### src/rtl/wb_stage.sv
// wb_stage: writeback arbiter merging MEM/WB entries (via a 2-entry FIFO) and long-latency unit results onto one regfile write port.
// Latency: LU result is registered on its accept edge; a MEM entry enqueued into an empty FIFO is written one edge later.
// Backpressure: mw_ready drops only while the FIFO holds 2 entries; lu_ready drops only when fairness forces the FIFO.
// Optional feature macro: WB_FAIR_EN adds a 2-bit starvation counter that forces the FIFO head after 3 consecutive LU wins.

// wb_fifo: 2-entry FIFO with registered count and 1-bit wrapping pointers.
// Latency: pushed data is visible at head_dat the cycle after the push edge.
// Backpressure: caller must not push when count==2 nor pop when count==0; such requests are ignored.
module wb_fifo #(
    parameter int W = 36
) (
    input  logic         clk,
    input  logic         reset,
    input  logic         push_vld,
    input  logic [W-1:0] push_dat,
    input  logic         pop_vld,
    output logic [W-1:0] head_dat,
    output logic [1:0]   count
);
    logic [W-1:0] mem [2];
    logic         wr_ptr;
    logic         rd_ptr;
    logic         do_push;
    logic         do_pop;

    assign do_push  = push_vld && (count != 2'd2);
    assign do_pop   = pop_vld && (count != 2'd0);
    assign head_dat = mem[rd_ptr];

    // Pointer and occupancy tracking; a push and pop on the same edge leave the count unchanged.
    always_ff @(posedge clk or negedge reset) begin
        if (!reset) begin
            wr_ptr <= 1'b0;
            rd_ptr <= 1'b0;
            count  <= 2'd0;
        end else begin
            if (do_push) wr_ptr <= ~wr_ptr;
            if (do_pop)  rd_ptr <= ~rd_ptr;
            case ({do_push, do_pop})
                2'b10:   count <= count + 2'd1;
                2'b01:   count <= count - 2'd1;
                default: count <= count;
            endcase
        end
    end

    // Storage needs no reset: stale entries are unreachable once the pointers are cleared.
    always_ff @(posedge clk) begin
        if (do_push) mem[wr_ptr] <= push_dat;
    end
endmodule

module wb_stage (
    input  logic        clk,
    input  logic        reset,
    input  logic        mw_valid,
    input  logic        mw_reg_write_en,
    input  logic        mw_mem_to_reg,
    input  logic [3:0]  mw_rd,
    input  logic [31:0] mw_alu_result,
    input  logic [31:0] mw_mem_data,
    output logic        mw_ready,
    input  logic        lu_valid,
    input  logic [3:0]  lu_rd,
    input  logic [31:0] lu_data,
    output logic        lu_ready,
    output logic        reg_write_en_wb,
    output logic [3:0]  write_reg_addr_wb,
    output logic [31:0] write_data_wb,
    output logic [15:0] wb_count
);
    typedef struct packed {
        logic [3:0]  rd;
        logic [31:0] dat;
    } wb_ent_t;

    wb_ent_t    push_ent;
    wb_ent_t    head_ent;
    logic [1:0] fifo_count;
    logic       fifo_nonempty;
    logic       push_vld;
    logic       force_fifo;
    logic       lu_grant;
    logic       fifo_grant;

    // Data selection happens at enqueue so the FIFO only stores what will be written.
    assign push_ent.rd  = mw_rd;
    assign push_ent.dat = mw_mem_to_reg ? mw_mem_data : mw_alu_result;

    // Non-writing entries (stores, compares, branches) are accepted and dropped.
    assign mw_ready      = (fifo_count != 2'd2);
    assign push_vld      = mw_valid && mw_ready && mw_reg_write_en;
    assign fifo_nonempty = (fifo_count != 2'd0);

    wb_fifo #(.W($bits(wb_ent_t))) u_fifo (
        .clk      (clk),
        .reset    (reset),
        .push_vld (push_vld),
        .push_dat (push_ent),
        .pop_vld  (fifo_grant),
        .head_dat (head_ent),
        .count    (fifo_count)
    );

`ifdef WB_FAIR_EN
    logic [1:0] starve_cnt;

    assign force_fifo = (starve_cnt == 2'd3) && fifo_nonempty;

    // Count LU wins while the FIFO waits; cleared whenever the FIFO gets the port.
    always_ff @(posedge clk or negedge reset) begin
        if (!reset) begin
            starve_cnt <= 2'd0;
        end else if (fifo_grant) begin
            starve_cnt <= 2'd0;
        end else if (lu_grant && fifo_nonempty) begin
            starve_cnt <= starve_cnt + 2'd1;
        end
    end
`else
    assign force_fifo = 1'b0;
`endif

    // LU has priority unless the FIFO is being forced; lu_ready never looks at FIFO occupancy otherwise.
    assign lu_ready   = !force_fifo;
    assign lu_grant   = lu_valid && !force_fifo;
    assign fifo_grant = fifo_nonempty && !lu_grant;

    // Register the granted write; address and data hold when nothing is granted.
    always_ff @(posedge clk or negedge reset) begin
        if (!reset) begin
            reg_write_en_wb   <= 1'b0;
            write_reg_addr_wb <= 4'd0;
            write_data_wb     <= 32'd0;
            wb_count          <= 16'd0;
        end else begin
            reg_write_en_wb <= lu_grant || fifo_grant;
            if (lu_grant) begin
                write_reg_addr_wb <= lu_rd;
                write_data_wb     <= lu_data;
            end else if (fifo_grant) begin
                write_reg_addr_wb <= head_ent.rd;
                write_data_wb     <= head_ent.dat;
            end
            if (lu_grant || fifo_grant) wb_count <= wb_count + 16'd1;
        end
    end
endmodule

### config.mk
export PLATFORM = sky130hd
export DESIGN_NAME = wb_stage
export DESIGN_NICKNAME = d
export VERILOG_FILES = /design/src/rtl/wb_stage.sv
export SDC_FILE = /design/constraint.sdc
export NUM_CORES = 1
export LEC_CHECK = 0
export ABC_AREA = 0
export BUFFER_PORTS_ARGS = -buffer_cell sky130_fd_sc_hd__buf_2
export CAP_MARGIN = 0
export CORE_MARGIN = 2
export CORE_UTILIZATION = 25
export CTS_BUF_LIST = sky130_fd_sc_hd__clkbuf_8
export DETAILED_ROUTE_END_ITERATION = 16
export GPL_TIMING_DRIVEN = 1
export PLACE_DENSITY = 0.53
export SYNTH_ARGS = -nofsm -noshare
export SYNTH_HDL_FRONTEND = slang
export SYNTH_SLANG_ARGS = --single-unit
### constraint.sdc
create_clock -name clk -period 3.2 [get_ports clk]
set_clock_uncertainty 0.15 [all_clocks]
set_input_delay 0 -clock clk [delete_from_list [all_inputs] [get_ports clk]]
set_output_delay 0 -clock clk [all_outputs]
set_load 0.005 [all_outputs]
# [After elaboration in Yosys (flattened, before gate mapping)]
# Memory sizes are Yosys's and may differ from the RTL's.
# Index checks and enable logic that the tools add are counted.
[word_totals] regBits=57 ram_bits=72 inputBits=110 out_inout_bits=55 elab_cells=34 mem_count=1
[op_classes] addsub=3 n_eq_ne=3 mux=8 bitwise=2 reduce_logical=10
[mem_list] name="u_fifo.mem" words=2 word_bits=36 read_ports=1 rd_clocked_by_memory_dff=0 wr=1 line="20" text="logic [W-1:0] mem [2];"
[op_table] op="$mux 32" count=3
[op_table] op="$add 16x1->16 const B" count=1
[op_table] op="$mux 4" count=2
[op_table] op="$reduce_bool 2->1" count=3
[op_table] op="$logic_and 1x1->1" count=5
[op_table] op="$pmux 2 s2" count=1
[op_table] op="$add 2x1->2 const B" count=1
[op_table] op="$eq 2x1->1 const B" count=1
[op_table] op="$eq 2x2->1 const B" count=1
[op_table] op="$mux 1" count=2
[op_table] op="$ne 2x2->1 const B" count=1
[op_table] op="$not 1->1" count=2
[op_table] op="$sub 2x1->2 const B" count=1
[op_table] op="$logic_not 1->1" count=1
[op_table] op="$logic_or 1x1->1" count=1

# [Depth between registers and ports, before layout]
# Gate-level depths: netlist of the first run.
[depth] ltp_word=6 mapped_depth=6 mapped_depth_nobuf=6

# [Modules after synthesis]
# A second synthesis of the first run with hierarchy kept.
[hier_totals] hier_cells=386 hier_area_um2=5699.2
[by_module_without_submodules] mod="wb_fifo" instances=1 cells_per_inst=129 area_each_um2=2939.1 seq_area_each_um2=2262.2
[by_module_without_submodules] mod="wb_stage" instances=1 cells_per_inst=257 area_each_um2=2760.1 seq_area_each_um2=1326.3

# [Worst setup path before layout of the first run]
# Ideal clock, no wire load.
[synth_path] kind="register to register" start="register u_fifo.count[0]" end="memory u_fifo.mem[0][0] (enable)" setup_time_ps=429 arrival_time_ps=2310 required_time_ps=2621 setup_slack_ps=311 stages_incl_launch_ff=4 path_buffers=0 period_less_slack_ps=2889 cell_sequence="dfrtp_1 nand2b_1 nand3_1 nor2_1"
[synth_between] elab_chain_len=6
[synth_lines] item="start, declared" line="18" text="output logic [1:0] count"
[synth_lines] item="start signal, assigned" line="40" text="2'b10: count <= count + 2'd1;"
[synth_lines] item="start signal, assigned" line="41" text="2'b01: count <= count - 2'd1;"
[synth_lines] item="start signal, assigned" line="42" text="default: count <= count;"
[synth_lines] item="$ne 2x2->1 *" line="91" text="assign mw_ready = (fifo_count != 2'd2);"
[synth_lines] item="net mw_ready" line="62" text="output logic mw_ready,"
[synth_lines] item="$logic_and 1x1->1 (2 in series)" line="92" text="assign push_vld = mw_valid && mw_ready && mw_reg_write_en;"
[synth_lines] item="$logic_and 1x1->1 *" line="26" text="assign do_push = push_vld && (count != 2'd2);"
[synth_lines] item="$mux 1 *" line="49" text="if (do_push) mem[wr_ptr] <= push_dat;"
[synth_lines] item="$mux 1 (implied by the code) *" line="49"
[synth_lines] item="end, declared" line="20"
# Mark *: on every way through the listed nets, which the timed path passes. The rest lies on a longest branch.

# [Worst setup path in the final report of the first run]
[layout_path] start="register u_fifo.count[0]" end="memory u_fifo.mem[1][4] (enable)"
[layout_between] elab_chain_len=6
[layout_lines] item="$ne 2x2->1 *" line="26, 91"
[layout_lines] item="$logic_and 1x1->1 (2 in series)" line="92"
[layout_lines] item="$logic_and 1x1->1 *" line="26"
[layout_lines] item="$mux 1 *" line="49"
[layout_lines] item="$mux 1 (implied by the code) *" line="49"
# Every way passes the cells marked *; elsewhere a longest branch is shown, timed or not.

==> results of run 1 <==
## placed cells by master, fill, tap and decap left out, types with 3 or more instances in the layout
cell,instances
buf_2,163
a21oi_1,36
nand3_1,9
nand2_1,42
xnor2_1,15
o21ai_0,36
nor2_1,41
buf_4,7
clkbuf_8,18
dlygate4sd3_1,107
xor2_1,5
edfxtp_1,72
inv_1,7
mux2i_1,36
nand4_1,3
dfrtp_1,56
mux2_2,30
## per-layer routing
metal  routed length [um]  track usage [%]  part of all wire, %
met3                  541            3.594                  4.0
met4                  175            3.783                  1.3
met2                 7229            22.05                   53
met5                    0                0                    0
met1                 5733            13.58                   42
## how the worst max path moves through the flow
stage | startpoint | endpoint | slack, ps | depth (start not counted)
after global routing | u_fifo.count[0] | u_fifo.mem[1][4] | 770 | 4
final | u_fifo.count[0] | u_fifo.mem[1][4] | 970 | 4
after CTS | u_fifo.count[0] | u_fifo.mem[1][13] | 920 | 4
after floorplan | u_fifo.count[0] | u_fifo.mem[0][0] | 310 | 3
after global placement | u_fifo.count[0] | u_fifo.mem[1][10] | 1000 | 4
after detailed placement | u_fifo.count[0] | u_fifo.mem[1][9] | 900 | 4
## per-stage QoR
step	hold WS (ps)	power (uW)	setup WS [ps]	instances	instance area, um^2
global route	22.78	5445	774.5	988	8016
CTS	4.081	5193	922.9	988	8016
floorplan	-445.6	3190	310.7	424	5477
finish	38.62	5095	967.7	988	8016
detailed placement	40.30	3735	900.2	849	6571
global placement	21.48	3679	999.4	849	6571
## layout make-up
cell class / count / area share [%]
flip-flops and latches: 129 / 44.78
repair buffers: 277 / 24.19
multi-input cells: 267 / 21.85
well taps: 280 / 4.370
clock buffers: 18 / 3.090
clock inverters: 14 / 1.576
inverters: 3 / 0.1405
## sequential cells by signal, indices dropped and copies added, names as in the netlist
signal             flops
reg_write_en_wb        1
u_fifo.wr_ptr          1
wb_count              16
write_reg_addr_wb      4
u_fifo.rd_ptr          1
u_fifo.count           2
write_data_wb         32
u_fifo.mem            72
## where the power goes
group / switching [uW] / internal, uW
logic: 666 / 680
registers: 287 / 2150
clock network: 617 / 698
total: 1570 / 3520
## critical path, stage by stage (launching register included)
cell and delay, ps:
dfrtp_1 470, nand2b_1 160, nand3_1 230, nor2_4 490
buf_4 400
## kinds of logic after synthesis
group | Yosys count | synth area share, %
compound gates | 72 | 6.580
xor+xnor | 20 | 3.199
fa+ha+maj | 2 | 0.4569
buf+inv | 28 | 2.764
flops | 129 | 65.52
mux | 68 | 13.16
other cells | 1 | 0.06847
simple gates | 104 | 8.248
## timing repair
item | in CTS | in global routing
hold endpoints to repair | 142 | 0
buffers inserted | 0 | 0
hold buffers | 107 | 0
==> results.txt, run 1 <==
- 0 antenna diodes ended up in the layout.
* Peak VDD IR: 0.0002953 V
* Combined area of all synthesized cells: 0.005477 mm^2
- The share of the Yosys chip area taken by registers is 65.52%.
- Initial antenna violation count: 0
- Starting Density: 25.25%
- Setup total negative slack: 0 ps
* Pin count of the biggest net entering global routing: between 70 and 80
- The setup check on the worst reg-to-reg path leaves a slack of 970 ps.
- The floorplan step set the die width to approximately 150 um.
* Post-synthesis sequential element count: 129
- At the pin with the least slew margin, the transition time is 884.4 ps.
- Via count of the routed design: 4165
- Total of endpoints with negative setup slack in the final report: 0
- Iteration-0 DRC count of the detailed router: between 100 and 150
- Most instantiated library cell after synthesis: edfxtp_1
* Post-route minimum period: 2232 ps
- Commonest cells in the netlist: edfxtp_1 (72), dfrtp_1 (57), nor2_1 (43), nand2_1 (42)
- CTS-repair resized insts: 0
- Normalized max-slew margin: 41.04%
* Count of pins over their slew limit: 0
- Core Rows: 54
- After detailed routing, the number of remaining DRC violations is 0.
- The detail route stage leaves a number of antenna-violating nets equal to 0.
* Data arrival, critical path: 2180 ps
- For this design the ratio of total power to cell area is about 640 mW/mm^2.
- Buffers inserted during clock tree synthesis total 17.
- After filler insertion, the fill cell instance count of the layout stands at 2145.
- After global routing the overflow that remains totals 0.
* Die ar.: 0.02311 mm^2
* Core ar.: 0.02169 mm^2
- Max Fclk: 0.4480 GHz
* Final worst-path cycle share: 69.76%
- In this run the deepest clock path goes through 2 buffers.
* Start-to-end type of the worst setup path: flip-flop to flip-flop
- Summed over all layers, the routed wires come to roughly 14 mm.
- The Yosys step of the flow raised 0 warnings.
- The path with the worst hold slack has its endpoint at write_data_wb[12].
- Worst Path Max Fanout: 20
- Synthesis handed over a netlist of 424 instances.
- In this run the critical register-to-register path is launched from u_fifo.count[0].
* Port buffer count: between 150 and 200
- Share of the synthesized area in the top cell type: 39.48%
- From synthesis to final layout, the design area changed by 46.38%.
- Counting every net in the synthesized netlist gives 536.
- Final GP Congestion: 0.7001
- I/O Pins: between 150 and 200
- The number of cells on the worst reg-to-reg path is 4.
* Clk Latency, worst-skew pair: 430 ps
- Area occupied by multi-input gates: 0.001752 mm^2
- Detail Placement HPWL: 9.353 mm
* Critical path launch point type: flip-flop
- Using the TritonRoute via totals, the vias-per-cell ratio works out to 4.216.
- Number of distinct standard cells referenced by the synthesized netlist: 27
* Data required time at the worst endpoint: between 3000 and 4000 ps
- The tool flagged a number of max-cap violations equal to 0.
- Measured on the finished design, the core utilization comes to 36.96%.
- Via count of the first global-routing pass: 4394
* Most used flip-flop cell after synthesis: edfxtp_1
* Largest cells by area after synthesis: edfxtp_1 (39%), dfrtp_1 (26%), mux2i_1 (6.6%)
- All-layer global routing usage: 12.11%
* Clock Sink Count: around 130
- The tightest min-delay check is of the input pin to flip-flop type.
- Routed WL per cell: 13.85 um
* Mean instance size in the synthesized netlist: roughly 13 um^2
- The first global-routing pass estimated 21.97 mm of wire.
* Setup repair after global routing missed its margin: no
- Leak pwr: around 0.0034 uW
* Register cell area after layout: 0.003590 mm^2
* Hold Startpoint: lu_valid
* Crit end category: flip-flop
* Terminus of the critical flop-to-flop path: u_fifo.mem[1][4]
- Proportion of layout cells with a drive suffix above 1: 32.91%
* Final Hold Vio Count: 0
- In this run, synthesis inferred slightly above 70 flip-flops with an integrated enable.
- The first detailed-routing pass took 4 iterations.
- The synthesized design spends more area on one cell type than any other, namely edfxtp_1.
- TritonCTS built the clock tree.
* Level count of the clock H-tree: 4
- The tree is rooted in a clkbuf_8.
* Die height: 152.0 um
- Share of flip-flops with an asynchronous set or reset after synthesis: 44.19%
- Number of nets at the end of the flow: 807
* Clock-pin slew reported for the worst setup and hold paths after clock tree synthesis: 80 ps
* Worst hold path cell count: 5
* Outcome: finished clean
(Power assumes the default switching activity.)
==> run 2: changes to the inputs <==
PLACE_DENSITY = 0.54   (was 0.53)
clock period = 2.05 ns   (was 3.2 ns; I/O delays follow)
==> run 2 against run 1 <==
  * Count of clock-buffer cells in the layout decreased by 1
  * Sequential cell count unchanged
  * Utilization up 0.78 points
  * First-iteration DRC count down 10%
  * Power grew 59%
  * Worst hold slack improved by 1.7 ps
  * Critical endpoint is now wb_count[8]
==> results.txt, run 2 (synthesis gave the netlist of run 1 again) <==
* Via count of the routed design: a little over 4000
- Of the total power, combinational logic draws 28.7%.
* Total grt overflow: 0
- Data required time at the worst endpoint: between 2000 and 2500 ps
- Level count of the clock H-tree: 4
- The worst-case IR drop observed on VDD is 0.0004512 V.
- The initial antenna violation count was 0.
* Worst-case setup slack after placement: between 150 and 200 ps
* Number of buffers inserted during clock tree synthesis: 17
- TritonCTS clock tree: built
- The worst path meets setup with about 220 ps of slack.
* Layout overhead on the synthesized area: 49.46%
- Setup violations remaining at the end of the flow were counted as 0.
* Detail Placement HPWL: roughly 9.1 mm
* Crit end category: flip-flop
- Summed over all nets, the switching power comes to 2519 uW.
* I/O Pins: 165
- Horiz. Die Dim: ~150 um
* Number of nets at the end of the flow: 818
- Of the available clock period, the critical path in the final layout requires 89.35%.
- No sink is reached through more buffers than the 2 on the longest clock path.
* Normalized max-slew margin: between 20 and 30%
- The number of antenna diodes in the final layout is 0.
- Setup bufs post-CTS: 0
- Die ar.: ~0.023 mm^2
- Cells with a size suffix above 1 make up 33.80% of the layout.
- Clock-pin slew reported for the worst setup and hold paths after clock tree synthesis: ~80 ps
- The detailed router finished its first iteration with about 130 violations.
- The register with the most flip-flops in the layout has 72 of them.
- Int Power: approximately 5600 uW
* Final Hold Vio Count: 0
- Count of maximum capacitance violations: 0
- Via count of the first global-routing pass: 4382
* Register with the most flip-flops: u_fifo.mem
- Setup total negative slack on the finished layout was measured at 0 ps.
* Transition time of the tightest slew-check pin: about 1100 ps
- The detail route stage leaves a number of antenna-violating nets equal to 0.
* Clock Sink Count: 129
* Starting Density: 25.25%
* Wire length of the first global-routing pass: 22.33 mm
- Data arrival, critical path: around 2000 ps
- In the final routed layout, each cell accounts on average for between 10 and 15 um.
* Number of design rule violations left after detail routing: 0
* CTS-repair resized insts: 0
* Max Fclk: between 0.5 and 0.6 GHz
- Row generation in the floorplan step produced between 50 and 60 rows.
* Fraction of power spent switching nets: 31.16%
- Entering global routing, the biggest net connects 42 pins.
- In this run the worst path has a maximum fanout of 41.
- The routed design could run at a clock period as short as around 1800 ps.
* Reg power frac: 45.4%
* All-layer global routing usage: 12.34%
* Critical path launch point type: flip-flop
- The worst hold path belongs to the class input pin to flip-flop.
* Mean number of vias per cell: slightly above 4
- Most frequent cells in the layout: buf_2 (163), dlygate4sd3_1 (110), edfxtp_1 (72), dfrtp_1 (56), nand2_1 (42)
- Detailed-route wire length: 13.70 mm
- In this run the static leakage power is 0.003438 uW.
* Registers with the most flip-flops: u_fifo.mem (72), write_data_wb (32), wb_count (16)
- PwrDens: 987.5 mW/mm^2
- Core ar.: 0.02169 mm^2
- Outcome: finished clean
* First drt pass iteration count: 4
- Count of pins over their slew limit: 0
* Start-to-end type of the worst setup path: flip-flop to flip-flop
- Fraction of power consumed by the clock network: between 20% and 30%
* Final GP Congestion: 0.6922
- Setup repair after global routing left no endpoint under its margin.
* Port buffer count: 163
* Clk Latency, worst-skew pair: 430 ps
- Die height: 152.0 um
* Final Power: 8083 uW
* Master cell of the clock root buffer: clkbuf_8
* Commonest non-fill, non-tap cell in the layout: buf_2
==> run 2: cell types whose count changed in the layout (fill, tap and decap cells not counted), sizes merged <==
cell and delta:
buf +8, clkbuf -1, clkinv +3, clkinvlp +2, dlygate4sd3 +3, inv -4
==> run 2: through the flow <==
stage	util [%]	hold slack, ps	instances	area (um^2)
after floorplan	-	-445.6	424	5482
after global placement	30.92	-97.42	857	6706
after detailed placement	30.92	-96.05	857	6706
after CTS	37.74	17.17	999	8185
after global routing	37.74	62.98	999	8185
final	37.74	40.28	999	8185
==> run 2: cell type report <==
type | count | area, um^2
inverters | 3 | 11.26
repair buffers | 288 | 2105
clock inverters | 15 | 143.9
clock buffers | 17 | 234.0
well taps | 280 | 350.3
fillers | 2106 | 13500
multi-input cells | 267 | 1752
flip-flops and latches | 129 | 3590
==> run 2: critical path, stage by stage, from the launching register on <==
cell	delay (ps)
dfrtp_1	370
buf_4	160
nor3_4	300
buf_4	410
nor2_1	140
nand3_1	120
xnor2_1	110
==> run 2: repair_timing <==
action	4_1_cts	5_1_grt
hold buffers	110	0
endpoints found under the hold margin	167	0
setup endpoints to repair	0	0
==> run 2: power by group through the flow <==
stage | Sequential (uW) | Clock (uW) | Combinational (uW)
finish | 3670 | 2090 | 2320
CTS | 3680 | 2180 | 2370
floorplan | 3730 | 0 | 1250
global placement | 3720 | 0 | 2150
global route | 3740 | 2300 | 2590
detailed placement | 3730 | 0 | 2180
==> run 2: worst paths after layout <==
kind                                  from                end  slack (ps)  depth (start not counted)
max                        u_fifo.count[0]        wb_count[8]         220                          6
min reg2reg                   wb_count[15]       wb_count[15]         320                          1
min                        mw_reg_write_en    u_fifo.count[0]          40                          5
min in group asynchronous            reset      u_fifo.wr_ptr         610                          4
max reg2reg                u_fifo.count[0]        wb_count[8]         220                          6
max in group asynchronous            reset  write_data_wb[29]         420                          3
==> run 2: routing by layer <==
metal  vias to the layer above  share of wire (%)  routed length, um  global-route usage (%)
li1                       2076                  -                  -                       -
met3                         9                4.8                651                   3.793
met2                       102                 51               6964                   21.62
met5                         -                  0                  0                       0
met1                      1931                 44               5986                   14.90
met4                         0               0.75                103                   2.804
